## src/rtl/midi_parameter_transmitter.sv

```systemverilog
// Parameter-change detector feeding a MIDI Control Change transmitter.
// One CC message per changed field, 8N1 serial, lowest field index first.

package MIDI;
    localparam logic [7:0] CONTROL_CHANGE = 8'hB0;
    localparam logic [6:0] TEMPO          = 7'd20;
    localparam logic [6:0] UNISON         = 7'd21;
    localparam logic [6:0] ATTACK         = 7'd73;
    localparam logic [6:0] DECAY          = 7'd75;
    localparam logic [6:0] SUSTAIN        = 7'd79;
    localparam logic [6:0] RELEASE        = 7'd72;
    localparam logic [6:0] VOLUME         = 7'd7;
endpackage

package PARAMETER;
    localparam int FIELD_COUNT = 7;

    typedef struct packed {
        logic [6:0] tempo;
        logic [6:0] unison_detune;
        logic [6:0] attack_time;
        logic [6:0] decay_time;
        logic [6:0] sustain_level;
        logic [6:0] release_time;
        logic [6:0] volume;
    } parameter_t;
endpackage

module midi_parameter_transmitter #(
    parameter logic [3:0] CHANNEL      = 4'd0,
    parameter int         CLKS_PER_BIT = 1600
) (
    input  logic                  clock_50_000_000,
    input  logic                  reset,
    input  PARAMETER::parameter_t parameters,
    input  logic                  dump,
    output logic                  midi_tx,
    output logic                  busy
);

    localparam int NF = PARAMETER::FIELD_COUNT;
    localparam int CW = (CLKS_PER_BIT > 1) ? $clog2(CLKS_PER_BIT) : 1;
    localparam logic [CW-1:0] LAST_CLK = CW'(CLKS_PER_BIT - 1);

    localparam logic [1:0] IDLE  = 2'd0;
    localparam logic [1:0] START = 2'd1;
    localparam logic [1:0] DATA  = 2'd2;
    localparam logic [1:0] STOP  = 2'd3;

    logic [1:0]    state;
    logic [CW-1:0] clk_cnt;
    logic [2:0]    bit_idx;
    logic [1:0]    byte_idx;
    logic [6:0]    tx_value;
    logic [6:0]    tx_ctrl;

    logic [6:0]    field         [NF];
    logic [6:0]    snapshot      [NF];
    logic [6:0]    snapshot_next [NF];
    logic [NF-1:0] pending;
    logic [NF-1:0] pending_next;

    logic [2:0]    sel;
    logic          has_pending;
    logic          latch;
    logic          bit_end;
    logic [7:0]    tx_byte;

    // Flatten the bundle into an indexable list in priority order.
    always_comb begin
        field[0] = parameters.tempo;
        field[1] = parameters.unison_detune;
        field[2] = parameters.attack_time;
        field[3] = parameters.decay_time;
        field[4] = parameters.sustain_level;
        field[5] = parameters.release_time;
        field[6] = parameters.volume;
    end

    function automatic logic [6:0] ctrl_of(input logic [2:0] idx);
        logic [6:0] c;
        c = MIDI::VOLUME;
        unique case (idx)
            3'd0:    c = MIDI::TEMPO;
            3'd1:    c = MIDI::UNISON;
            3'd2:    c = MIDI::ATTACK;
            3'd3:    c = MIDI::DECAY;
            3'd4:    c = MIDI::SUSTAIN;
            3'd5:    c = MIDI::RELEASE;
            default: c = MIDI::VOLUME;
        endcase
        return c;
    endfunction

    // Pick the lowest-index pending field.
    always_comb begin
        sel = 3'd0;
        for (int i = NF - 1; i >= 0; i--) begin
            if (pending[i]) begin
                sel = 3'(i);
            end
        end
        has_pending = |pending;
        latch       = (state == IDLE) && has_pending;
    end

    // Latched field's snapshot takes its current value, so its own
    // compare below sees no difference on the latch edge.
    always_comb begin
        for (int i = 0; i < NF; i++) begin
            if (latch && (sel == 3'(i))) begin
                snapshot_next[i] = field[i];
            end else begin
                snapshot_next[i] = snapshot[i];
            end
            pending_next[i] = (pending[i] & ~(latch && (sel == 3'(i))))
                            | dump
                            | (field[i] != snapshot_next[i]);
        end
    end

    // Byte currently being framed: status, controller, value.
    always_comb begin
        tx_byte = {1'b0, tx_value};
        unique case (byte_idx)
            2'd0:    tx_byte = MIDI::CONTROL_CHANGE | {4'h0, CHANNEL};
            2'd1:    tx_byte = {1'b0, tx_ctrl};
            default: tx_byte = {1'b0, tx_value};
        endcase
    end

    assign bit_end = (clk_cnt == LAST_CLK);

    // Track what was last sent and which fields still owe a message.
    always_ff @(posedge clock_50_000_000 or posedge reset) begin
        if (reset) begin
            for (int i = 0; i < NF; i++) begin
                snapshot[i] <= '0;
            end
            pending <= '0;
        end else begin
            for (int i = 0; i < NF; i++) begin
                snapshot[i] <= snapshot_next[i];
            end
            pending <= pending_next;
        end
    end

    // Serial framer: start, 8 data bits LSB first, stop; three bytes.
    always_ff @(posedge clock_50_000_000 or posedge reset) begin
        if (reset) begin
            state    <= IDLE;
            clk_cnt  <= '0;
            bit_idx  <= '0;
            byte_idx <= '0;
            tx_value <= '0;
            tx_ctrl  <= '0;
            midi_tx  <= 1'b1;
        end else begin
            unique case (state)
                IDLE: begin
                    if (has_pending) begin
                        tx_value <= field[sel];
                        tx_ctrl  <= ctrl_of(sel);
                        byte_idx <= 2'd0;
                        clk_cnt  <= '0;
                        midi_tx  <= 1'b0;
                        state    <= START;
                    end
                end
                START: begin
                    if (bit_end) begin
                        clk_cnt <= '0;
                        bit_idx <= 3'd0;
                        midi_tx <= tx_byte[0];
                        state   <= DATA;
                    end else begin
                        clk_cnt <= clk_cnt + 1'b1;
                    end
                end
                DATA: begin
                    if (bit_end) begin
                        clk_cnt <= '0;
                        if (bit_idx == 3'd7) begin
                            midi_tx <= 1'b1;
                            state   <= STOP;
                        end else begin
                            bit_idx <= bit_idx + 3'd1;
                            midi_tx <= tx_byte[bit_idx + 3'd1];
                        end
                    end else begin
                        clk_cnt <= clk_cnt + 1'b1;
                    end
                end
                STOP: begin
                    if (bit_end) begin
                        clk_cnt <= '0;
                        if (byte_idx != 2'd2) begin
                            byte_idx <= byte_idx + 2'd1;
                            midi_tx  <= 1'b0;
                            state    <= START;
                        end else begin
                            state <= IDLE;
                        end
                    end else begin
                        clk_cnt <= clk_cnt + 1'b1;
                    end
                end
                default: begin
                    state <= IDLE;
                end
            endcase
        end
    end

    // Busy reflects the previous cycle's framer and queue state.
    always_ff @(posedge clock_50_000_000 or posedge reset) begin
        if (reset) begin
            busy <= 1'b0;
        end else begin
            busy <= (state != IDLE) | (|pending);
        end
    end

endmodule

```

## config.mk

```make
export PLATFORM = sky130hd
export DESIGN_NAME = midi_parameter_transmitter
export DESIGN_NICKNAME = d
export VERILOG_FILES = /design/src/rtl/midi_parameter_transmitter.sv
export SDC_FILE = /design/constraint.sdc
export NUM_CORES = 1
export LEC_CHECK = 0
export CORE_UTILIZATION = 57
export CTS_CLUSTER_DIAMETER = 200
export DETAILED_ROUTE_END_ITERATION = 16
export PLACE_DENSITY = 0.91
export SLEW_MARGIN = 20
export SYNTH_ARGS = -nofsm -noshare
export SYNTH_HDL_FRONTEND = slang
export SYNTH_SLANG_ARGS = --single-unit
```

## constraint.sdc

```tcl
create_clock -name clock_50_000_000 -period 3.54 [get_ports clock_50_000_000]
set_input_delay 0.708 -clock clock_50_000_000 [delete_from_list [all_inputs] [get_ports clock_50_000_000]]
set_output_delay 0.708 -clock clock_50_000_000 [all_outputs]
set_load 0.03 [all_outputs]
```

==> reports/metrics.csv, run 1 <==
metric,value,unit
yosysSeqAreaShare,0.457,
slew_headroom,0.365,
max_stage_delay,0.59,ns
total_power,1.96,mW
ctsHoldBuffers,0,
synth_compound_area_frac,0.140,
placementRows,33,
synth-simple-area-share,0.172,
cp_cell_sequence,or4b_1 > a21oi_1 > and2_1 > mux2_2,
powerDensity,348,mW/mm^2
synth_top_family_by_area,simple AND/OR/NAND/NOR gates,
cp_top_family,simple AND/OR/NAND/NOR gates,
worst_pin_slew,0.945,ns
clkLatencyLatePin,0.37,ns
critical-path-slowest-cell,or4b_1,
postCtsSetupBuffers,0,
clock_sinks,88,
path_clk_slew,0.09,ns
placed_cells,638,
required,3.79,ns
htreeDepth,3,
grt_first_pass_wirelength,19700,um
synth_mux_area_frac,0.0719,
synthAdderAreaFrac,0.0259,
initial_core_util,0.587,
synthArstFlopShare,1.00,
post-route-cell-area,0.00565,sq mm
antenna_cells,0,
post_dp_cell_area,0.00543,sq mm
rsz0062_at_grt,no,
cts-resized-gates,0,
avgRoutedWirePerCell,18.0,um
hp-class,flop to flop,
crit_path_end_kind,flop,
ys_ff_latch,88,
cts_inserted_buffers,9,
layout_commonest_cell,nand2_1,
startpoint_type,flop,
post-dp-hpwl,8510,um
final_core_util,0.687,
num_vias,4087,
vias_per_cell,6.25,
setup_slack,0.961,ns
status,"complete, no violations",
pre_cts_ws,1.05,ns
finalCritPeriodShare,0.729,
cp.arrival,2.83,ns
antenna_left,0,
vdd_drop_max,0.265,mV
instances_no_fill,654,
syn_area,0.00482,sq mm
drive_above_1_share,0.100,
setup_viol,0,
cts_tree,built,
fmax,388,MHz
io_pins,54,
syn_area_per_cell,9.72,sq um
core_area,0.00822,sq mm
drt_first_iter_violations,343,
die_h,94.0,um
hold_viol,0,
place.gp.congestion,0.894,
final_cell_mix,"nand2_1, dfrtp_1, clkdlybuf4s50_1, o21ai_0, xnor2_1",
die_width,94.0,um
synth_nets,558,
yosys_warnings,0,
post-route-min-period,2.58,ns
p_leak,2.39,nW
grt_pass1_vias,4062,
yosysUniqueCellTypes,59,
clockBufferDepth,2,
synth_edf_count,0,
drc,0,
die-area,0.00883,sq mm
tns,0,ns
port_buffers,53,
grt-ovfl-total,0,
synthXorXnorAreaFrac,0.0963,
synth-main-ff-cell,dfrtp_1,
detail_route.first_pass.iterations,9,
maxCapViolations,0,
cts-root-buf,clkbuf_8,
antenna_found_initial,0,
fin_nets,606,
path_max_fanout,14,
grt_usage,0.290,
grt_max_degree,49,
critical_path_class,flop to flop,
fin_skew,0.0107,ns
hold_ws,0.492,ns
synthCells,496,
slew_viol_final,0,
totalWireLength,11800,um
area_growth,17.1,%
crit_buf_inv,0,
[cells by family after synthesis]
group / count (synthesis)
AOI/OAI and AO/OA: 100
xor gates and xnor gates: 53
adders and majority gates: 10
buffers and inverters: 42
DFF: 88
muxes: 30
and+or+nand+nor: 173
[path summary, 6_finish.rpt]
path,startpoint,endpoint,slack (ns),cells after the start
min reg2reg,midi_tx$_DFFE_PP1P_,midi_tx$_DFFE_PP1P_,0.49,1
max reg2reg,pending[2]$_DFF_PP0_,snapshot[9]$_DFF_PP0_,0.96,4
min,midi_tx$_DFFE_PP1P_,midi_tx$_DFFE_PP1P_,0.49,1
min in group asynchronous,reset,snapshot[47]$_DFF_PP0_,0.76,2
max in group asynchronous,reset,midi_tx$_DFFE_PP1P_,2.04,3
max,pending[2]$_DFF_PP0_,snapshot[9]$_DFF_PP0_,0.96,4
[cells in the mapped netlist, types with 7 or more instances]
cell | number | share of area
nand4_1 | 13 | 0.017
clkbuf_1 | 12 | 0.0093
xnor2_1 | 32 | 0.058
nor2_1 | 13 | 0.010
xor2_1 | 21 | 0.038
a22o_1 | 7 | 0.013
or3_1 | 7 | 0.0091
nor3_1 | 12 | 0.012
o21ai_0 | 33 | 0.034
dfrtp_1 | 87 | 0.45
a21oi_1 | 14 | 0.015
inv_1 | 22 | 0.017
ha_1 | 10 | 0.026
nand2_1 | 92 | 0.072
mux2_2 | 26 | 0.061
[final cells by class]
class	count	area [sq um]
Timing Repair Buffer	57	573
Sequential cell	88	2200
Tap cell	105	131
Multi-Input combinational cell	366	2440
Fill cell	588	2570
Clock buffer	10	138
Clock inverter	6	76.3
Inverter	22	83.8
[sequential cells by signal (all words and copies together), names as in the netlist]
name / count
tx_ctrl: 5
clk_cnt: 11
pending: 7
bit_idx: 3
byte_idx: 2
state: 2
busy: 1
snapshot: 49
midi_tx: 1
tx_value: 7
[power breakdown]
group	switching, mW	leakage (nW)	internal [mW]
combinational	0.0806	1.25	0.0954
clock	0.387	0.109	0.357
sequential	0.0181	1.02	1.03
total	0.486	2.39	1.48
[layer usage]
| metal | routed length [um] | GRT usage | share of wire | up-vias |
|---|---|---|---|---|
| met1 | 4640 | 0.356 | 0.39 | 1991 |
| met4 | 451 | 0.126 | 0.038 | 0 |
| met3 | 771 | 0.0494 | 0.066 | 43 |
| li1 | - | - | - | 1857 |
| met5 | 0 | 0 | 0 | - |
| met2 | 5900 | 0.502 | 0.50 | 196 |
No activity file was read; power rests on OpenSTA's default activity.
==> run 2: changes to the inputs <==
==> constraint.sdc (replaced) <==
create_clock -name clock_50_000_000 -period 2.45 [get_ports clock_50_000_000]
set_input_delay 0.49 -clock clock_50_000_000 [delete_from_list [all_inputs] [get_ports clock_50_000_000]]
set_output_delay 0.49 -clock clock_50_000_000 [all_outputs]
set_load 0.03 [all_outputs]
==> run 2 against run 1 <==
Against the previous run: total power rose by 43%; highest routed layer unchanged; critical path type unchanged; sequential share of layout area fell by 0.59 points; critical path depth rose by 2.
==> reports/metrics.csv, run 2 (synthesis gave the netlist of run 1 again) <==
metric,value,unit
status,"complete, no violations",
grt-ovfl-total,0,
final_cell_mix,"nand2_1, dfrtp_1, clkdlybuf4s50_1, o21ai_0, xnor2_1",
post-dp-hpwl,8680,um
largest_reg_flops,49,
grt_max_degree,89,
core_area,0.00822,sq mm
crit_path_end_kind,flop,
antenna_left,0,
path_max_fanout,7,
cts-root-buf,clkbuf_8,
postCtsSetupBuffers,0,
slew_viol_final,0,
die_width,94.0,um
finalCritPeriodShare,0.936,
setup_slack,0.157,ns
port_buffers,53,
area_growth,18.9,%
htreeDepth,3,
largest_register,snapshot,
grt_pass1_vias,3894,
crit_start,clk_cnt[0]$_DFFE_PP0P_,
io_pins,54,
cts-resized-gates,0,
critical_path_class,flop to flop,
reg2reg_depth,6,
post-route-min-period,2.29,ns
fin_nets,618,
cts_inserted_buffers,9,
required,2.75,ns
setup_viol,0,
grt_first_pass_wirelength,19100,um
clockBufferDepth,2,
hold_viol,0,
drive_above_1_share,0.121,
reg_top3,"snapshot (49), clk_cnt (11)",
ctsHoldBuffers,0,
fillers,587,
avgRoutedWirePerCell,17.7,um
antenna_found_initial,0,
slew_headroom,0.646,
pre_cts_ws,0.117,ns
cp.arrival,2.59,ns
placementRows,33,
regToRegEndpoint,byte_idx[1]$_DFFE_PP0P_,
maxCapViolations,0,
fin_skew,0.0167,ns
p_leak,2.44,nW
antenna_cells,0,
cts_tree,built,
rsz0062_at_grt,no,
fmax,436,MHz
r2r-start,clk_cnt[0]$_DFFE_PP0P_,
place.gp.congestion,0.931,
drt_first_iter_violations,317,
hp-class,flop to flop,
tns,0,ns
die-area,0.00883,sq mm
num_vias,4052,
clock_sinks,88,
drc,0,
clkLatencyLatePin,0.36,ns
path_clk_slew,0.09,ns
totalWireLength,11800,um
grt_usage,0.285,
vias_per_cell,6.08,
initial_core_util,0.587,
die_h,94.0,um
layout_commonest_cell,nand2_1,
detail_route.first_pass.iterations,7,
vdd_drop_max,0.419,mV
startpoint_type,flop,
worst_pin_slew,0.527,ns
ff2ff_setup_slack,0.16,ns
crit_end,byte_idx[1]$_DFFE_PP0P_,
powerDensity,490,mW/mm^2
[run 2: cell type report]
class / instances / area (sq um) / area share
clock inverter: 6 / 68.8 / 0.0120
timing repair buffer: 69 / 663 / 0.116
sequential: 88 / 2200 / 0.384
clock buffer: 10 / 138 / 0.0240
multi-input combinational: 366 / 2440 / 0.426
tap: 105 / 131 / 0.0229
inverter: 22 / 86.3 / 0.0151
[run 2: per-stage QoR]
| stage | power (mW) | hold slack, ns | cell area, sq um | instances | utilization |
|---|---|---|---|---|---|
| after detailed placement | 1.79 | 0.471 | 5530 | 650 | 0.672 |
| after CTS | 2.82 | 0.491 | 5730 | 666 | 0.698 |
| after global routing | 2.90 | 0.515 | 5730 | 666 | 0.698 |
| after floorplan | 1.64 | 0.445 | 4830 | 496 | - |
| final | 2.81 | 0.494 | 5730 | 666 | 0.698 |
| after global placement | 1.78 | 0.461 | 5530 | 650 | 0.672 |
[run 2: worst max-delay path: stages (launching register included)]
cell     delay (ns)
dfrtp_1        0.41
ha_1           0.20
nand3_1        0.20
or4_1          0.71
or3_1          0.42
o21ai_1        0.15
a22o_1         0.15
[run 2: worst min path at each step]
stage	start	end	slack [ns]	depth (start not counted)
after global placement	tx_ctrl[2]$_DFFE_PP0N_	tx_ctrl[2]$_DFFE_PP0N_	0.46	2
after CTS	tx_ctrl[2]$_DFFE_PP0N_	tx_ctrl[2]$_DFFE_PP0N_	0.49	2
final	tx_ctrl[2]$_DFFE_PP0N_	tx_ctrl[2]$_DFFE_PP0N_	0.49	2
after floorplan	tx_ctrl[2]$_DFFE_PP0N_	tx_ctrl[2]$_DFFE_PP0N_	0.45	2
after detailed placement	tx_ctrl[2]$_DFFE_PP0N_	tx_ctrl[2]$_DFFE_PP0N_	0.47	2
after global routing	midi_tx$_DFFE_PP1P_	midi_tx$_DFFE_PP1P_	0.51	1
[run 2: per-layer routing]
layer / track usage / vias to the layer above / part of all wire
met5: 0 / - / 0
met4: 0.122 / 0 / 0.031
met3: 0.0469 / 32 / 0.076
met2: 0.481 / 190 / 0.49
met1: 0.361 / 1949 / 0.40
li1: - / 1881 / -
[run 2: power breakdown]
group | switching [mW] | internal (mW) | leakage, nW
sequential | 0.0251 | 1.48 | 1.02
combinational | 0.116 | 0.138 | 1.31
clock | 0.545 | 0.503 | 0.102
==> run 3: changes to the inputs <==
==> constraint.sdc (replaced) <==
create_clock -name clock_50_000_000 -period 2.2 [get_ports clock_50_000_000]
set_input_delay 0.44 -clock clock_50_000_000 [delete_from_list [all_inputs] [get_ports clock_50_000_000]]
set_output_delay 0.44 -clock clock_50_000_000 [all_outputs]
set_load 0.03 [all_outputs]
==> run 3 against run 2 <==
Against the previous run: sequential share of layout area down 0.69 points; count of clock-buffer cells in the layout rose by 1; non-clock buffer count grew 11; worst setup slack lost 0.078 ns; cell count increased by 1.7%; largest cell class unchanged; largest power group unchanged; highest routed layer unchanged.
==> reports/metrics.csv, run 3 (synthesis gave the netlist of run 1 again) <==
metric,value,unit
fmax,472,MHz
slew_viol_final,0,
die_width,94.0,um
ff2ff_setup_slack,0.08,ns
cts_tree,built,
hold_ws,0.481,ns
status,"complete, no violations",
grt_usage,0.301,
antenna_cells,0,
die_h,94.0,um
placed_cells,661,
clock_sinks,88,
highest_layer,met4,
clkLatencyLatePin,0.36,ns
holdPathEnd,midi_tx$_DFFE_PP1P_,
regToRegEndpoint,state[1]$_DFFE_PP0P_,
drt_first_iter_violations,332,
drive_above_1_share,0.140,
grt_first_pass_wirelength,20300,um
ctsHoldBuffers,0,
hold_depth,1,
hold_viol,0,
wl_met2,6040,um
detail_route.first_pass.iterations,5,
vdd_drop_max,0.491,mV
powerDensity,543,mW/mm^2
multiInputGateArea,0.00246,sq mm
largest_reg_flops,49,
port_buffers,53,
crit_path_end_kind,flop,
total_power,3.17,mW
place.gp.congestion,1.01,
path_max_fanout,4,
maxCapViolations,0,
cp.arrival,2.37,ns
power_frac_comb,0.090,
clockBufferDepth,2,
rsz0062_at_grt,yes,
reg_top3,"snapshot (49), clk_cnt (11)",
hp-class,flop to flop,
area_growth,21.1,%
power_switching,0.726,mW
wl_met1,4690,um
instances_no_fill,677,
wl_met3,972,um
grt-ovfl-total,0,
vias_per_cell,6.20,
fillers,538,
finalCritPeriodShare,0.964,
final_core_util,0.711,
post-dp-hpwl,8810,um
path_clk_slew,0.09,ns
drc,0,
grt_pass1_vias,4241,
r2r-start,clk_cnt[0]$_DFFE_PP0P_,
intPower,2.45,mW
fin_skew,0.0110,ns
htreeDepth,3,
antenna_found_initial,0,
setup_viol,0,
p_leak,2.49,nW
antenna_left,0,
num_vias,4198,
hold_start,midi_tx$_DFFE_PP1P_,
swShare,0.229,
final-seq-area,0.00220,sq mm
critical-path-slowest-cell,nor4_2,
slew_headroom,0.649,
max_stage_delay,0.50,ns
core_area,0.00822,sq mm
fin_nets,629,
io_pins,54,
cts_inserted_buffers,9,
grt_max_degree,89,
layout_commonest_cell,nand2_1,
worst_pin_slew,0.523,ns
largest_register,snapshot,
reg2reg_depth,6,
die-area,0.00883,sq mm
placementRows,33,
startpoint_type,flop,
totalWireLength,12100,um
clkPwrFrac,0.381,
post-route-min-period,2.12,ns
cp_cell_sequence,ha_1 > nand3_1 > nor4_2 > a21oi_1 > nor3_1 > mux2_2,
cts-root-buf,clkbuf_8,
critical_path_class,flop to flop,
initial_core_util,0.587,
avgRoutedWirePerCell,17.9,um
final_cell_mix,"nand2_1, dfrtp_1, clkdlybuf4s50_1, o21ai_0, xnor2_1",
required,2.45,ns
power_frac_seq,0.529,
run 3: cell types whose count changed in the layout (fill, tap and decap cells not counted):
| cell | before | now |
|---|---|---|
| buf_4 | 15 | 26 |
| clkbuf_1 | 0 | 2 |
| clkinv_4 | 3 | 1 |
| nor3_1 | 12 | 10 |
| nor3_2 | 1 | 3 |
| a221oi_1 | 4 | 3 |
| a221oi_2 | 0 | 1 |
| bufinv_16 | 1 | 2 |
| clkbuf_8 | 10 | 9 |
run 3: layout make-up:
cell class | count | share of cell area
Tap cell | 105 | 0.0225
Clock inverter | 5 | 0.0139
Clock buffer | 11 | 0.0225
Multi-Input combinational cell | 366 | 0.421
Timing Repair Buffer | 80 | 0.128
Sequential cell | 88 | 0.377
Inverter | 22 | 0.0148
run 3: repair_timing:
action	4_1_cts	5_1_grt
endpoints found under the setup margin	0	11
setup buffers	0	0
gates resized for setup	0	4
endpoints found under the hold margin	0	0
run 3: power by group through the flow:
| stage | Sequential (mW) | Clock [mW] | Combinational, mW |
|---|---|---|---|
| floorplan | 1.70 | 0 | 0.124 |
| global placement | 1.71 | 0 | 0.274 |
| detailed placement | 1.71 | 0 | 0.281 |
| CTS | 1.68 | 1.22 | 0.284 |
| global route | 1.68 | 1.29 | 0.310 |
| finish | 1.68 | 1.21 | 0.285 |
run 3: worst max-delay path by stage:
stage | slack, ns | from | to
6_report | 0.08 | clk_cnt[0]$_DFFE_PP0P_ | state[1]$_DFFE_PP0P_
3_5_place_dp | 0.12 | state[0]$_DFFE_PP0P_ | tx_value[2]$_DFFE_PP0N_
3_3_place_gp | 0.17 | state[0]$_DFFE_PP0P_ | byte_idx[1]$_DFFE_PP0P_
4_1_cts | 0.09 | state[0]$_DFFE_PP0P_ | tx_value[2]$_DFFE_PP0N_
2_1_floorplan | 0.1 | pending[3]$_DFF_PP0_ | snapshot[12]$_DFF_PP0_
5_1_grt | -0.07 | clk_cnt[0]$_DFFE_PP0P_ | state[1]$_DFFE_PP0P_
run 3: critical path: cells and delay by family, from the launching register on:
kind | cells | cell delay (ns)
compound gates | 1 | 0.13
fa+ha+maj | 1 | 0.20
flops | 1 | 0.39
mux | 1 | 0.37
simple gates | 3 | 0.93
run 3: stage by stage:
step / setup slack (ns) / cell area, sq um / setup TNS [ns]
after floorplan: 0.0986 / 4830 / 0
after global placement: 0.173 / 5610 / 0
after detailed placement: 0.117 / 5610 / 0
after CTS: 0.0914 / 5820 / 0
after global routing: -0.0717 / 5840 / -0.159
final: 0.0794 / 5840 / 0
run 3: per-layer routing:
| layer | global-route usage | up-vias |
|---|---|---|
| li1 | - | 1900 |
| met1 | 0.363 | 2026 |
| met2 | 0.514 | 225 |
| met3 | 0.0777 | 47 |
| met4 | 0.119 | 0 |
| met5 | 0 | - |
